===== src/rtl/score_display_scan_if.sv =====
`default_nettype none
// ============================================================================
// Module   : score_display_scan_if
// Brief    : Score input and seven-segment pin bundle for score_display_scan.
// Revision : 1.0 - initial release
// ============================================================================
interface score_display_scan_if #(
  parameter int NUM_DIGITS = 4,
  parameter int SCORE_W    = 32
);
  logic [SCORE_W-1:0]    score;
  logic                  blink_en;
  logic [NUM_DIGITS-1:0] dp_mask;
  logic [7:0]            segment;
  logic [NUM_DIGITS-1:0] AN;
  logic                  bcd_valid;
  logic                  overflow;

  modport master (
    output score, blink_en, dp_mask,
    input  segment, AN, bcd_valid, overflow
  );

  modport slave (
    input  score, blink_en, dp_mask,
    output segment, AN, bcd_valid, overflow
  );
endinterface
`default_nettype wire


===== src/rtl/score_display_scan.sv =====
`default_nettype none
// ============================================================================
// Module   : score_display_scan
// Brief    : Sequential double-dabble score converter and multiplexed
//            seven-segment scanner with blanking, saturation and blink.
// Revision : 1.0 - initial release
// ============================================================================
module score_display_scan #(
  parameter int NUM_DIGITS = 4,
  parameter int SCORE_W    = 32,
  parameter int CLK_HZ     = 100000000,
  parameter int SCAN_HZ    = 1000,
  parameter int BLINK_HZ   = 2,
  parameter int BLANK_LZ   = 1
) (
  input wire logic            clk,
  input wire logic            rst,
  score_display_scan_if.slave bus
);

  localparam int c_SCAN_DIV  = (CLK_HZ / SCAN_HZ < 1) ? 1 : CLK_HZ / SCAN_HZ;
  localparam int c_BLINK_DIV = (CLK_HZ / (2 * BLINK_HZ) < 1) ? 1 : CLK_HZ / (2 * BLINK_HZ);
  localparam int c_SCAN_W    = ($clog2(c_SCAN_DIV) < 1) ? 1 : $clog2(c_SCAN_DIV);
  localparam int c_BLINK_W   = ($clog2(c_BLINK_DIV) < 1) ? 1 : $clog2(c_BLINK_DIV);
  localparam int c_IDX_W     = (NUM_DIGITS > 1) ? $clog2(NUM_DIGITS) : 1;
  localparam int c_CNT_W     = $clog2(SCORE_W + 1);

  localparam logic [c_SCAN_W-1:0]  c_SCAN_TC  = c_SCAN_W'(c_SCAN_DIV - 1);
  localparam logic [c_BLINK_W-1:0] c_BLINK_TC = c_BLINK_W'(c_BLINK_DIV - 1);
  localparam logic [c_IDX_W-1:0]   c_IDX_LAST = c_IDX_W'(NUM_DIGITS - 1);
  localparam logic [c_CNT_W-1:0]   c_BIT_LAST = c_CNT_W'(SCORE_W - 1);

  typedef enum logic [1:0] {
    S_IDLE  = 2'd0,
    S_SHIFT = 2'd1,
    S_DONE  = 2'd2
  } state_t;

  state_t                          r_state;
  state_t                          w_state_nxt;
  logic                            w_capture;
  logic                            w_shift;
  logic                            w_load;

  logic [SCORE_W-1:0]              r_sr;
  logic [SCORE_W-1:0]              r_last_score;
  logic [NUM_DIGITS-1:0][3:0]      r_work;
  logic [NUM_DIGITS-1:0][3:0]      w_adj;
  logic [NUM_DIGITS-1:0][3:0]      r_disp;
  logic [c_CNT_W-1:0]              r_bitcnt;
  logic                            r_ovf;
  logic                            r_overflow;
  logic                            r_bcd_valid;

  logic [c_SCAN_W-1:0]             r_pre;
  logic [c_IDX_W-1:0]              r_idx;
  logic [c_BLINK_W-1:0]            r_bcnt;
  logic                            r_phase;
  logic [NUM_DIGITS-1:0]           r_an;
  logic [7:0]                      r_seg;

  logic [NUM_DIGITS-1:0]           w_zero_from;
  logic [3:0]                      w_digit;
  logic                            w_blank;
  logic [6:0]                      w_seg7;

  // ---------------------------------------------------------------- FSM
  always_ff @(posedge clk) begin
    if (rst) r_state <= S_IDLE;
    else     r_state <= w_state_nxt;
  end

  always_comb begin
    w_state_nxt = r_state;
    w_capture   = 1'b0;
    w_shift     = 1'b0;
    w_load      = 1'b0;
    case (r_state)
      S_IDLE: begin
        if ((bus.score != r_last_score) || !r_bcd_valid) begin
          w_capture   = 1'b1;
          w_state_nxt = S_SHIFT;
        end
      end
      S_SHIFT: begin
        w_shift = 1'b1;
        if (r_bitcnt == c_BIT_LAST) w_state_nxt = S_DONE;
      end
      S_DONE: begin
        w_load      = 1'b1;
        w_state_nxt = S_IDLE;
      end
      default: w_state_nxt = S_IDLE;
    endcase
  end

  // ------------------------------------------------------ double dabble
  always_comb begin
    w_adj = r_work;
    for (int i = 0; i < NUM_DIGITS; i++) begin
      if (r_work[i] >= 4'd5) w_adj[i] = r_work[i] + 4'd3;
    end
  end

  always_ff @(posedge clk) begin
    if (rst) begin
      r_sr         <= '0;
      r_last_score <= '0;
      r_work       <= '0;
      r_disp       <= '0;
      r_bitcnt     <= '0;
      r_ovf        <= 1'b0;
      r_overflow   <= 1'b0;
      r_bcd_valid  <= 1'b0;
    end else begin
      if (w_capture) begin
        r_sr         <= bus.score;
        r_last_score <= bus.score;
        r_work       <= '0;
        r_ovf        <= 1'b0;
        r_bitcnt     <= '0;
      end
      if (w_shift) begin
        // A carry out of the top digit means the score needs more digits.
        {r_work, r_sr} <= {w_adj, r_sr} << 1;
        r_ovf          <= r_ovf | w_adj[NUM_DIGITS-1][3];
        r_bitcnt       <= r_bitcnt + c_CNT_W'(1);
      end
      if (w_load) begin
        r_disp      <= r_ovf ? {NUM_DIGITS{4'h9}} : r_work;
        r_overflow  <= r_ovf;
        r_bcd_valid <= 1'b1;
      end
    end
  end

  // ------------------------------------------------- digit decode/blank
  always_comb begin
    w_zero_from                 = '0;
    w_zero_from[NUM_DIGITS-1]   = (r_disp[NUM_DIGITS-1] == 4'd0);
    for (int i = NUM_DIGITS - 2; i >= 0; i--) begin
      w_zero_from[i] = w_zero_from[i+1] && (r_disp[i] == 4'd0);
    end
  end

  always_comb begin
    w_digit = r_disp[r_idx];
    w_blank = (BLANK_LZ != 0) && (r_idx != '0) && w_zero_from[r_idx] && !r_overflow;
    case (w_digit)
      4'd0:    w_seg7 = 7'h40;
      4'd1:    w_seg7 = 7'h79;
      4'd2:    w_seg7 = 7'h24;
      4'd3:    w_seg7 = 7'h30;
      4'd4:    w_seg7 = 7'h19;
      4'd5:    w_seg7 = 7'h12;
      4'd6:    w_seg7 = 7'h02;
      4'd7:    w_seg7 = 7'h78;
      4'd8:    w_seg7 = 7'h00;
      4'd9:    w_seg7 = 7'h10;
      default: w_seg7 = 7'h7F;
    endcase
    if (w_blank) w_seg7 = 7'h7F;
  end

  // ------------------------------------------------- scan, blink, pins
  always_ff @(posedge clk) begin
    if (rst) begin
      r_pre   <= '0;
      r_idx   <= '0;
      r_bcnt  <= '0;
      r_phase <= 1'b0;
      r_an    <= '1;
      r_seg   <= 8'hFF;
    end else begin
      if (r_pre == c_SCAN_TC) begin
        r_pre <= '0;
        r_idx <= (r_idx == c_IDX_LAST) ? '0 : r_idx + c_IDX_W'(1);
      end else begin
        r_pre <= r_pre + c_SCAN_W'(1);
      end

      if (!bus.blink_en) begin
        r_bcnt  <= '0;
        r_phase <= 1'b0;
      end else if (r_bcnt == c_BLINK_TC) begin
        r_bcnt  <= '0;
        r_phase <= ~r_phase;
      end else begin
        r_bcnt <= r_bcnt + c_BLINK_W'(1);
      end

      if (!r_bcd_valid) begin
        r_an  <= '1;
        r_seg <= 8'hFF;
      end else begin
        r_an  <= r_phase ? '1 : ~(NUM_DIGITS'(1) << r_idx);
        r_seg <= {~bus.dp_mask[r_idx], w_seg7};
      end
    end
  end

  assign bus.segment   = r_seg;
  assign bus.AN        = r_an;
  assign bus.bcd_valid = r_bcd_valid;
  assign bus.overflow  = r_overflow;

endmodule
`default_nettype wire


===== src/flat_wrapper.sv =====
// flat-port wrapper written by rule: the top's interface ports become plain ports
module score_display_scan_flat 
#(
  parameter int NUM_DIGITS = 4,
  parameter int SCORE_W    = 32,
  parameter int CLK_HZ     = 100000000,
  parameter int SCAN_HZ    = 1000,
  parameter int BLINK_HZ   = 2,
  parameter int BLANK_LZ   = 1
)
  (clk, rst, bus_score, bus_blink_en, bus_dp_mask, bus_segment, bus_AN, bus_bcd_valid, bus_overflow);
  score_display_scan_if #(.NUM_DIGITS(NUM_DIGITS), .SCORE_W(SCORE_W)) bus_i ();
  input wire logic clk;
  input wire logic rst;
  input wire logic [$bits(bus_i.score)-1:0] bus_score;
  input wire logic [$bits(bus_i.blink_en)-1:0] bus_blink_en;
  input wire logic [$bits(bus_i.dp_mask)-1:0] bus_dp_mask;
  output wire logic [$bits(bus_i.segment)-1:0] bus_segment;
  output wire logic [$bits(bus_i.AN)-1:0] bus_AN;
  output wire logic [$bits(bus_i.bcd_valid)-1:0] bus_bcd_valid;
  output wire logic [$bits(bus_i.overflow)-1:0] bus_overflow;
  assign bus_i.score = bus_score;
  assign bus_i.blink_en = bus_blink_en;
  assign bus_i.dp_mask = bus_dp_mask;
  assign bus_segment = bus_i.segment;
  assign bus_AN = bus_i.AN;
  assign bus_bcd_valid = bus_i.bcd_valid;
  assign bus_overflow = bus_i.overflow;
  score_display_scan #(.NUM_DIGITS(NUM_DIGITS), .SCORE_W(SCORE_W), .CLK_HZ(CLK_HZ), .SCAN_HZ(SCAN_HZ), .BLINK_HZ(BLINK_HZ), .BLANK_LZ(BLANK_LZ)) u_core (.clk(clk), .rst(rst), .bus(bus_i));
endmodule

===== config.mk =====
export PLATFORM = sky130hd
export DESIGN_NAME = score_display_scan_flat
export DESIGN_NICKNAME = d
export VERILOG_FILES = /design/src/rtl/score_display_scan_if.sv /design/src/rtl/score_display_scan.sv /design/src/flat_wrapper.sv
export SDC_FILE = /design/constraint.sdc
export NUM_CORES = 1
export LEC_CHECK = 0
export ABC_CLOCK_PERIOD_IN_PS = 5030
export CORE_MARGIN = 1
export CORE_UTILIZATION = 47
export CTS_CLUSTER_DIAMETER = 50
export CTS_CLUSTER_SIZE = 10
export DETAILED_ROUTE_END_ITERATION = 6
export MAX_ROUTING_LAYER = met4
export PLACE_DENSITY_LB_ADDON = 0.1
export SLEW_MARGIN = 20
export SYNTH_ARGS = -nofsm -noshare
export SYNTH_HDL_FRONTEND = slang
export SYNTH_SLANG_ARGS = --single-unit

===== constraint.sdc =====
create_clock -name clk -period 5.03 [get_ports clk]
set_input_delay 1.509 -clock clk [delete_from_list [all_inputs] [get_ports clk]]
set_output_delay 1.509 -clock clk [all_outputs]
set_load 0.02 [all_outputs]

* After elaboration in Yosys (flattened, before gate mapping)
Memory sizes are Yosys's and may differ from the RTL's. A register that Yosys moved wholly into a read port is not among the register bits.
Cells that the tools add are included.
Widths: inputs -> output; s select.
** Cells by class
- Add/sub/neg operators :: 8
- $mul :: 0
- Div/mod/pow operators :: 0
- $lt $le $gt $ge :: 5
- Eq/ne operators :: 9
- Shift operators :: 1
- Multiplexer cells :: 27
- Bitwise operators :: 6
- Reductions and logical operators :: 23
** Operators with widths (count)
- $mux 32 :: 2
- $mux 16 :: 3
- $ne 32x32->1 :: 1
- $add 25x1->25 const B :: 1
- $eq 25x25->1 const B :: 1
- $mux 4 :: 5
- $add 17x1->17 const B :: 1
- $eq 17x17->1 const B :: 1
- $add 4x2->4 const B :: 4
- $ge 4x3->1 const B :: 4
- $logic_not 4->1 :: 4
- $mux 6 :: 2
- $reduce_or 3->1 :: 3
- $bmux 4 s2 :: 1
- $mux 1 :: 8
- $reduce_or 2->1 :: 4
- $add 6x1->6 const B :: 1
- $eq 6x5->1 const B :: 1
- $mux 2 :: 3
- $logic_and 1x1->1 :: 5
- $bmux 1 s2 :: 2
- $eq 2x2->1 const B :: 2
- $ne 2x1->1 const B :: 2
- $not 1->1 :: 4
- 12 further kinds :: 14
** Word-level totals
- Bits in registers :: 157
- Latch bits :: 0
- Bits in writable memories :: 0
- Memory bits (read-only) :: 112
- Input port bits :: 39
- Output and inout port bits :: 14
- Logic and storage cells :: 102
- Memories kept :: 1
** Memories
- (no name shown) :: depth 16, bits a word 7, rd ports 1, clocked after Yosys merged registers in 1, write ports 0, line score_display_scan.sv:149 : case (w_digit)

* Longest topological paths before layout
Gate-level depths: netlist of the first run.
- Depth in word-level cells :: 9
- Gate-level depth with buffers :: 9
- Mapped depth without buffers :: 8

* Least setup slack after synthesis of the first run
No wires, ideal clock.
- Path kind :: input to register
- Start point :: input port bus_score[9]
- End point :: register u_core.r_sr[0]
- Setup time :: 0.137 ns
- Arrival time :: 2.948 ns
- Data required time :: 4.893 ns
- Slack :: 1.945 ns
- Stages on the path :: 7
- Cell sequence :: xor2_1 > or4_1 > nor3_1 > nand4_1 > clkbuf_1 > nand4_1 > o21ai_0
** Between the ends
- Word-level cells in the longest chain between the ends :: 4
** RTL lines
- start, declared :: line flat_wrapper.sv:15 : input wire logic [$bits(bus_i.score)-1:0] bus_score;
- $ne 32x32->1 :: line score_display_scan.sv:80 : if ((bus.score != r_last_score) || !r_bcd_valid) begin
- $logic_or 1x1->1 :: line score_display_scan.sv:80
- $mux 1 :: line score_display_scan.sv:80
- $mux 1 :: line score_display_scan.sv:78 : case (r_state)
- end signal, assigned :: line score_display_scan.sv:117 : r_sr <= bus.score;
- end signal, assigned :: line score_display_scan.sv:125 : {r_work, r_sr} <= {w_adj, r_sr} << 1;
- end, declared :: line score_display_scan.sv:45 : logic [SCORE_W-1:0] r_sr;
No other way between the ends.
A chain may end at the register's enable or synchronous reset.

* Final worst setup path of the first run
- Start point :: input port bus_score[9]
- End point :: register u_core.r_last_score[27]
** Between the ends
- Word-level cells in the longest chain between the ends :: 4
** RTL lines
- $ne 32x32->1 :: line score_display_scan.sv:80
- $logic_or 1x1->1 :: line score_display_scan.sv:80
- $mux 1 :: line score_display_scan.sv:80
- $mux 1 :: line score_display_scan.sv:78
- end signal, assigned :: line score_display_scan.sv:118 : r_last_score <= bus.score;
- end, declared :: line score_display_scan.sv:46 : logic [SCORE_W-1:0] r_last_score;
No other way between the ends.

==> results of run 1 <==
-- logic make-up (layout without fill, tap and decap cells) --
group	after synthesis	count (layout)	share of synthesized area, %
AND/OR/NAND/NOR	358	358	25.0
adder cells (fa/ha/maj)	20	20	3.21
multiplexers	12	12	2.35
AO/OA/AOI/OAI	201	201	16.2
buffers and inverters	75	117	3.92
XOR/XNOR	64	64	7.20
flip-flops	164	164	42.2
-- cell usage after synthesis (3+ instances only) --
master,number
nor3_1,30
nor3_2,9
mux4_2,5
xor2_1,45
or3_1,8
nand2b_1,19
nand2_1,48
a21oi_1,59
clkbuf_1,41
nor3b_1,7
o41ai_2,5
inv_1,21
mux2i_1,7
a31oi_1,33
nor4_1,18
buf_2,4
a211oi_1,4
a311oi_1,4
buf_1,4
and3_1,9
and4_1,4
nand4_1,21
dfxtp_1,164
nand3b_1,37
ha_1,20
or2_2,4
o21ai_0,50
a22oi_1,31
xnor2_1,19
nor2b_1,13
nand3_1,51
a32oi_1,4
nor2_1,74
buf_4,3
-- metal layers --
metal  track usage, %  vias up
li1                 -     3285
met1             29.9     3255
met2             39.1      149
met3             5.58       27
met4             8.59        0
met5                -        -
-- flip-flops by register name, summed over array words and instances (netlist names) --
register and count:
u_core.bus.AN 4, u_core.bus.bcd_valid 1, u_core.bus.overflow 1, u_core.bus.segment 8
u_core.r_bcnt 25, u_core.r_bitcnt 6, u_core.r_disp 16, u_core.r_idx 2
u_core.r_last_score 32, u_core.r_ovf 1, u_core.r_phase 1, u_core.r_pre 17
u_core.r_sr 32, u_core.r_state 2, u_core.r_work 16
-- power breakdown --
part           internal, mW  switching (mW)
Combinational        0.0888           0.130
Clock                 0.835           0.540
Sequential             1.34          0.0310
-- stage by stage --
stage	cells	power, mW	hold WS [ps]	worst slack (ps)	util (%)
2_1_floorplan	894	1.53	430	1950	-
6_report	1152	2.96	480	1310	56.6
3_5_place_dp	1120	1.61	467	885	52.6
5_1_grt	1152	3.07	509	1210	56.6
4_1_cts	1152	2.98	478	1340	56.6
3_3_place_gp	1120	1.61	446	918	52.6
-- worst paths after layout --
| path | startpoint | endpoint | slack [ps] | depth (start not counted) |
|---|---|---|---|---|
| max reg2reg | u_core.r_state[0] | u_core.r_sr[0] | 2520 | 4 |
| min reg2reg | u_core.r_disp[13] | u_core.r_disp[13] | 480 | 2 |
| min | u_core.r_disp[13] | u_core.r_disp[13] | 480 | 2 |
| max | bus_score[9] | u_core.r_last_score[27] | 1310 | 8 |
-- critical path, stage by stage --
cell	delay (ps)
clkdlybuf4s50_1	450
xor2_1	220
or4_1	540
nor3_1	220
and4_1	490
buf_4	330
o21ai_0	130
a21oi_1	170
-- area by class of cell --
| class | instances | area (um^2) | share of cell area, % |
|---|---|---|---|
| Timing Repair Buffer | 63 | 604 | 6.65 |
| Multi-Input combinational cell | 655 | 4220 | 46.4 |
| Clock inverter | 11 | 149 | 1.64 |
| Sequential cell | 164 | 3280 | 36.1 |
| Clock buffer | 21 | 480 | 5.29 |
| Inverter | 22 | 82.6 | 0.909 |
| Tap cell | 216 | 270 | 2.97 |
==> run_results.csv, run 1 <==
group,metric,value,unit
status,status,"finished clean",
placement,postPlaceCellArea,8450,um^2
synth,synth_seq_area_share,42.2,%
sta,final.min_clock_period,3720,ps
sta,setup_viol,0,
power,power.density,326,nW/um^2
detailed_routing,topRoutingLayerUsed,"met4",
layout,drive_gt1_share,7.80,%
run,drv_cap,0,
placement,hpwl,12700,um
clocking,clk_pin_slew,60,ps
detailed_routing,first_pass_iters,5,
synth,synthTopCellsByArea,"dfxtp_1, xor2_1, a21oi_1",
detailed_routing,drc,0,
detailed_routing,vias_per_cell,5.83,
floorplan,dieArea,17100,um^2
clocking,clkLatencyLatePin,430,ps
synth,synthesis.nets,953,
layout,area_growth,16.7,%
sta,fin_crit_sh,73.9,%
floorplan,row_count,46,
synth,yosys_most_used_dff,"dfxtp_1",
clocking,cts_buffer_depth,2,
worst_hold_path,hold_path_class,"reg -> reg",
synth,synth-seq-cells,164,
detailed_routing,wire_per_inst,16.5,um
grt,grtUsageTotal,24.3,%
sta,slew_headroom,31.8,%
clocking,hold_buffers,0,
floorplan,die_x,131,um
synth,synthArstFlopShare,0,%
detailed_routing,wl_met3,815,um
synth,yosysUniqueCellTypes,50,
clocking,clock-sinks,164,
grt,grt_first_pass_wirelength,31700,um
sta,rsz0062_at_grt,"no",
clocking,root_buffer,"clkbuf_16",
sta,fmax,269,MHz
grt,grt_max_degree,102,
floorplan,io_pins,53,
synth,ys_warn_count,0,
clocking,cts_resized,0,
layout,layout_commonest_cell,"dfxtp_1",
synth,synth_area,7790,um^2
clocking,cts_setup_buffers,0,
grt,grt_pass1_vias,6532,
power,peakVddDrop,0.270,mV
setup_path,critPathCaptureType,"register",
layout,diodes,0,
layout,fin_nets,982,
detailed_routing,drtIter0Drc,535,
synth,netlist_instances,894,
detailed_routing,met2_wirelength,9130,um
setup_path,critPathLaunchType,"primary input",
setup_path,cp_data_arrival_time,4070,ps
sta,clock_skew,10.1,ps
setup_path,cp_data_required_time,5380,ps
clocking,cts_tree,"yes",
sta,drv_slew,0,
grt,antenna_found_initial,0,
setup_path,path_class,"in -> reg",
synth,syn_area_per_cell,8.71,um^2
synth,synth_edf_count,0,
floorplan,core,16100,um^2
detailed_routing,num_vias,6716,
floorplan,start_util,48.5,%
layout,nFillCells,1426,
floorplan,die_y,131,um
detailed_routing,drt-met1-wl,8720,um
clocking,cts_buffers,17,
synth,synth_top_area_share,42.2,%
placement,gp_congestion,0.867,
grt,overflow,0,
layout,final_area,9090,um^2
detailed_routing,wl,19000,um
sta,worstMarginPinSlew,1020,ps
layout,layout_common_cells,"dfxtp_1, nor2_1, a21oi_1",
sta,hold_violations,0,
placement,port_buffers,52,
clocking,cts-htree-levels,4,
synth,synth_area_leader_cell,"dfxtp_1",
detailed_routing,final_antenna_net_count,0,
setup_path,critPathMaxFanout,22,
power,p_leak,3.10,nW
sta,tns,0,ps
Power figures use the tool's default switching activity.
==> run 2, diff against run 1 <==
--- a/config.mk
+++ b/config.mk
@@ -5,7 +5,7 @@
 export SDC_FILE = /design/constraint.sdc
 export NUM_CORES = 1
 export LEC_CHECK = 0
-export ABC_CLOCK_PERIOD_IN_PS = 5030
+export ABC_CLOCK_PERIOD_IN_PS = 3000
 export CORE_MARGIN = 1
 export CORE_UTILIZATION = 47
 export CTS_CLUSTER_DIAMETER = 50
==> constraint.sdc (replaced) <==
create_clock -name clk -period 3 [get_ports clk]
set_input_delay 0.9 -clock clk [delete_from_list [all_inputs] [get_ports clk]]
set_output_delay 0.9 -clock clk [all_outputs]
set_load 0.02 [all_outputs]
==> run 2 against run 1 <==
Core utilization up 1.4 points; largest power group is now registers; critical path depth rose by 1; combinational power increased by 84%.
==> run_results.csv, run 2 (synthesized netlist as in run 1, its figures left out) <==
group,metric,value,unit
power,peakVddDrop,0.458,mV
grt,grt_pass1_vias,6492,
clocking,root_buffer,"clkbuf_16",
detailed_routing,drc,0,
grt,grt_max_degree,69,
floorplan,die_x,131,um
sta,rsz0062_at_grt,"no",
clocking,cts_setup_buffers,0,
setup_path,cp_data_required_time,3280,ps
floorplan,die_y,131,um
layout,final_area,9310,um^2
layout,multi_input_area,4220,um^2
layout,diodes,0,
sta,hold_violations,0,
grt,antenna_found_initial,0,
detailed_routing,final_antenna_net_count,0,
sta,worst_hold_slack,469,ps
clocking,clkLatencyLatePin,430,ps
placement,postPlaceCellArea,8690,um^2
layout,drive_gt1_share,10.5,%
setup_path,critPathLaunchType,"primary input",
power,p_leak,3.25,nW
sta,drv_slew,0,
setup_path,critPathCaptureType,"register",
grt,grtUsageTotal,23.8,%
floorplan,row_count,46,
detailed_routing,wl,18800,um
clocking,cts_buffers,17,
sta,fmax,356,MHz
power,power.density,534,nW/um^2
placement,gp_congestion,0.958,
sta,slew_headroom,34.9,%
grt,grt_first_pass_wirelength,31100,um
detailed_routing,num_vias,6758,
sta,tns,0,ps
clocking,cts_resized,0,
grt,overflow,0,
layout,fin_nets,1013,
clocking,clock-sinks,164,
detailed_routing,drtIter0Drc,379,
layout,fin_cells,1183,
status,status,"finished clean",
sta,fin_crit_sh,93.7,%
clocking,clk_pin_slew,60,ps
layout,layout_common_cells,"dfxtp_1, nor2_1, a21oi_1",
setup_path,cp_data_arrival_time,3090,ps
placement,dp.cells,1151,
clocking,cts-htree-levels,4,
clocking,cts_buffer_depth,2,
run,drv_cap,0,
layout,nFillCells,1387,
layout,ff_latch_area,3280,um^2
floorplan,io_pins,53,
placement,hpwl,13200,um
sta,clock_skew,8.51,ps
sta,final.min_clock_period,2810,ps
clocking,cts_tree,"yes",
sta,setup_viol,0,
layout,largest_registers,"u_core.r_last_score: 32 flops, u_core.r_sr: 32 flops, u_core.r_bcnt: 25 flops",
layout,layout_commonest_cell,"dfxtp_1",
floorplan,start_util,48.5,%
setup_path,path_class,"in -> reg",
sta,worstMarginPinSlew,972,ps
worst_hold_path,hold_path_class,"reg -> reg",
setup_path,critPathMaxFanout,13,
placement,port_buffers,52,
detailed_routing,vias_per_cell,5.71,
detailed_routing,first_pass_iters,5,
floorplan,core,16100,um^2
clocking,hold_buffers,0,
floorplan,dieArea,17100,um^2
layout,area_growth,19.5,%
detailed_routing,wire_per_inst,15.9,um
==> run 2: cell types whose count changed in the layout (fill, tap and decap cells not counted) <==
cell,previous run,this run
clkbuf_8,4,3
buf_6,1,0
clkbuf_1,0,2
clkinv_2,2,1
clkinvlp_4,3,1
clkinv_4,2,4
buf_4,11,43
==> run 2: final timing paths <==
path | startpoint | to | slack [ps] | cells after the start
worst min register to register | u_core.r_pre[0] | u_core.r_pre[0] | 470 | 1
worst min-delay path | u_core.r_pre[0] | u_core.r_pre[0] | 470 | 1
worst max register to register | u_core.r_last_score[8] | u_core.r_bitcnt[2] | 830 | 7
worst max-delay path | bus_score[1] | u_core.r_bitcnt[2] | 190 | 9
==> run 2: cell type report <==
cell class / count / area share [%]
Inverter: 22 / 0.887
Timing Repair Buffer: 94 / 8.95
Tap cell: 216 / 2.90
Sequential cell: 164 / 35.3
Multi-Input combinational cell: 655 / 45.3
Clock buffer: 22 / 5.09
Clock inverter: 10 / 1.57
==> run 2: per-layer routing <==
layer	up-vias	share of wire [%]	GRT usage [%]
li1	3360	-	-
met5	-	0	-
met1	3198	45	28.7
met2	168	48	39.4
met3	32	4.7	4.52
met4	0	2.1	9.20
==> run 2: per-stage QoR <==
stage | power, mW | utilization [%] | setup slack (ps)
finish | 4.97 | 58.0 | 189
global route | 5.16 | 58.0 | 29.5
CTS | 5.01 | 58.0 | 207
detailed placement | 2.74 | 54.1 | -230
global placement | 2.73 | 54.1 | -200
floorplan | 2.56 | - | 524
==> run 2: worst max-delay path, cell delays in order <==
cell,delay (ps)
clkdlybuf4s50_1,530
xor2_1,250
buf_4,150
nor4_1,40
nand4_1,170
nor3_4,80
nor2_2,640
buf_4,270
nor3_2,50
==> run 2: power breakdown <==
| group | switching [mW] | leakage (nW) | internal [mW] |
|---|---|---|---|
| sequential | 0.0527 | 1.34 | 2.25 |
| clock | 0.887 | 0.301 | 1.38 |
| combinational | 0.223 | 1.61 | 0.178 |
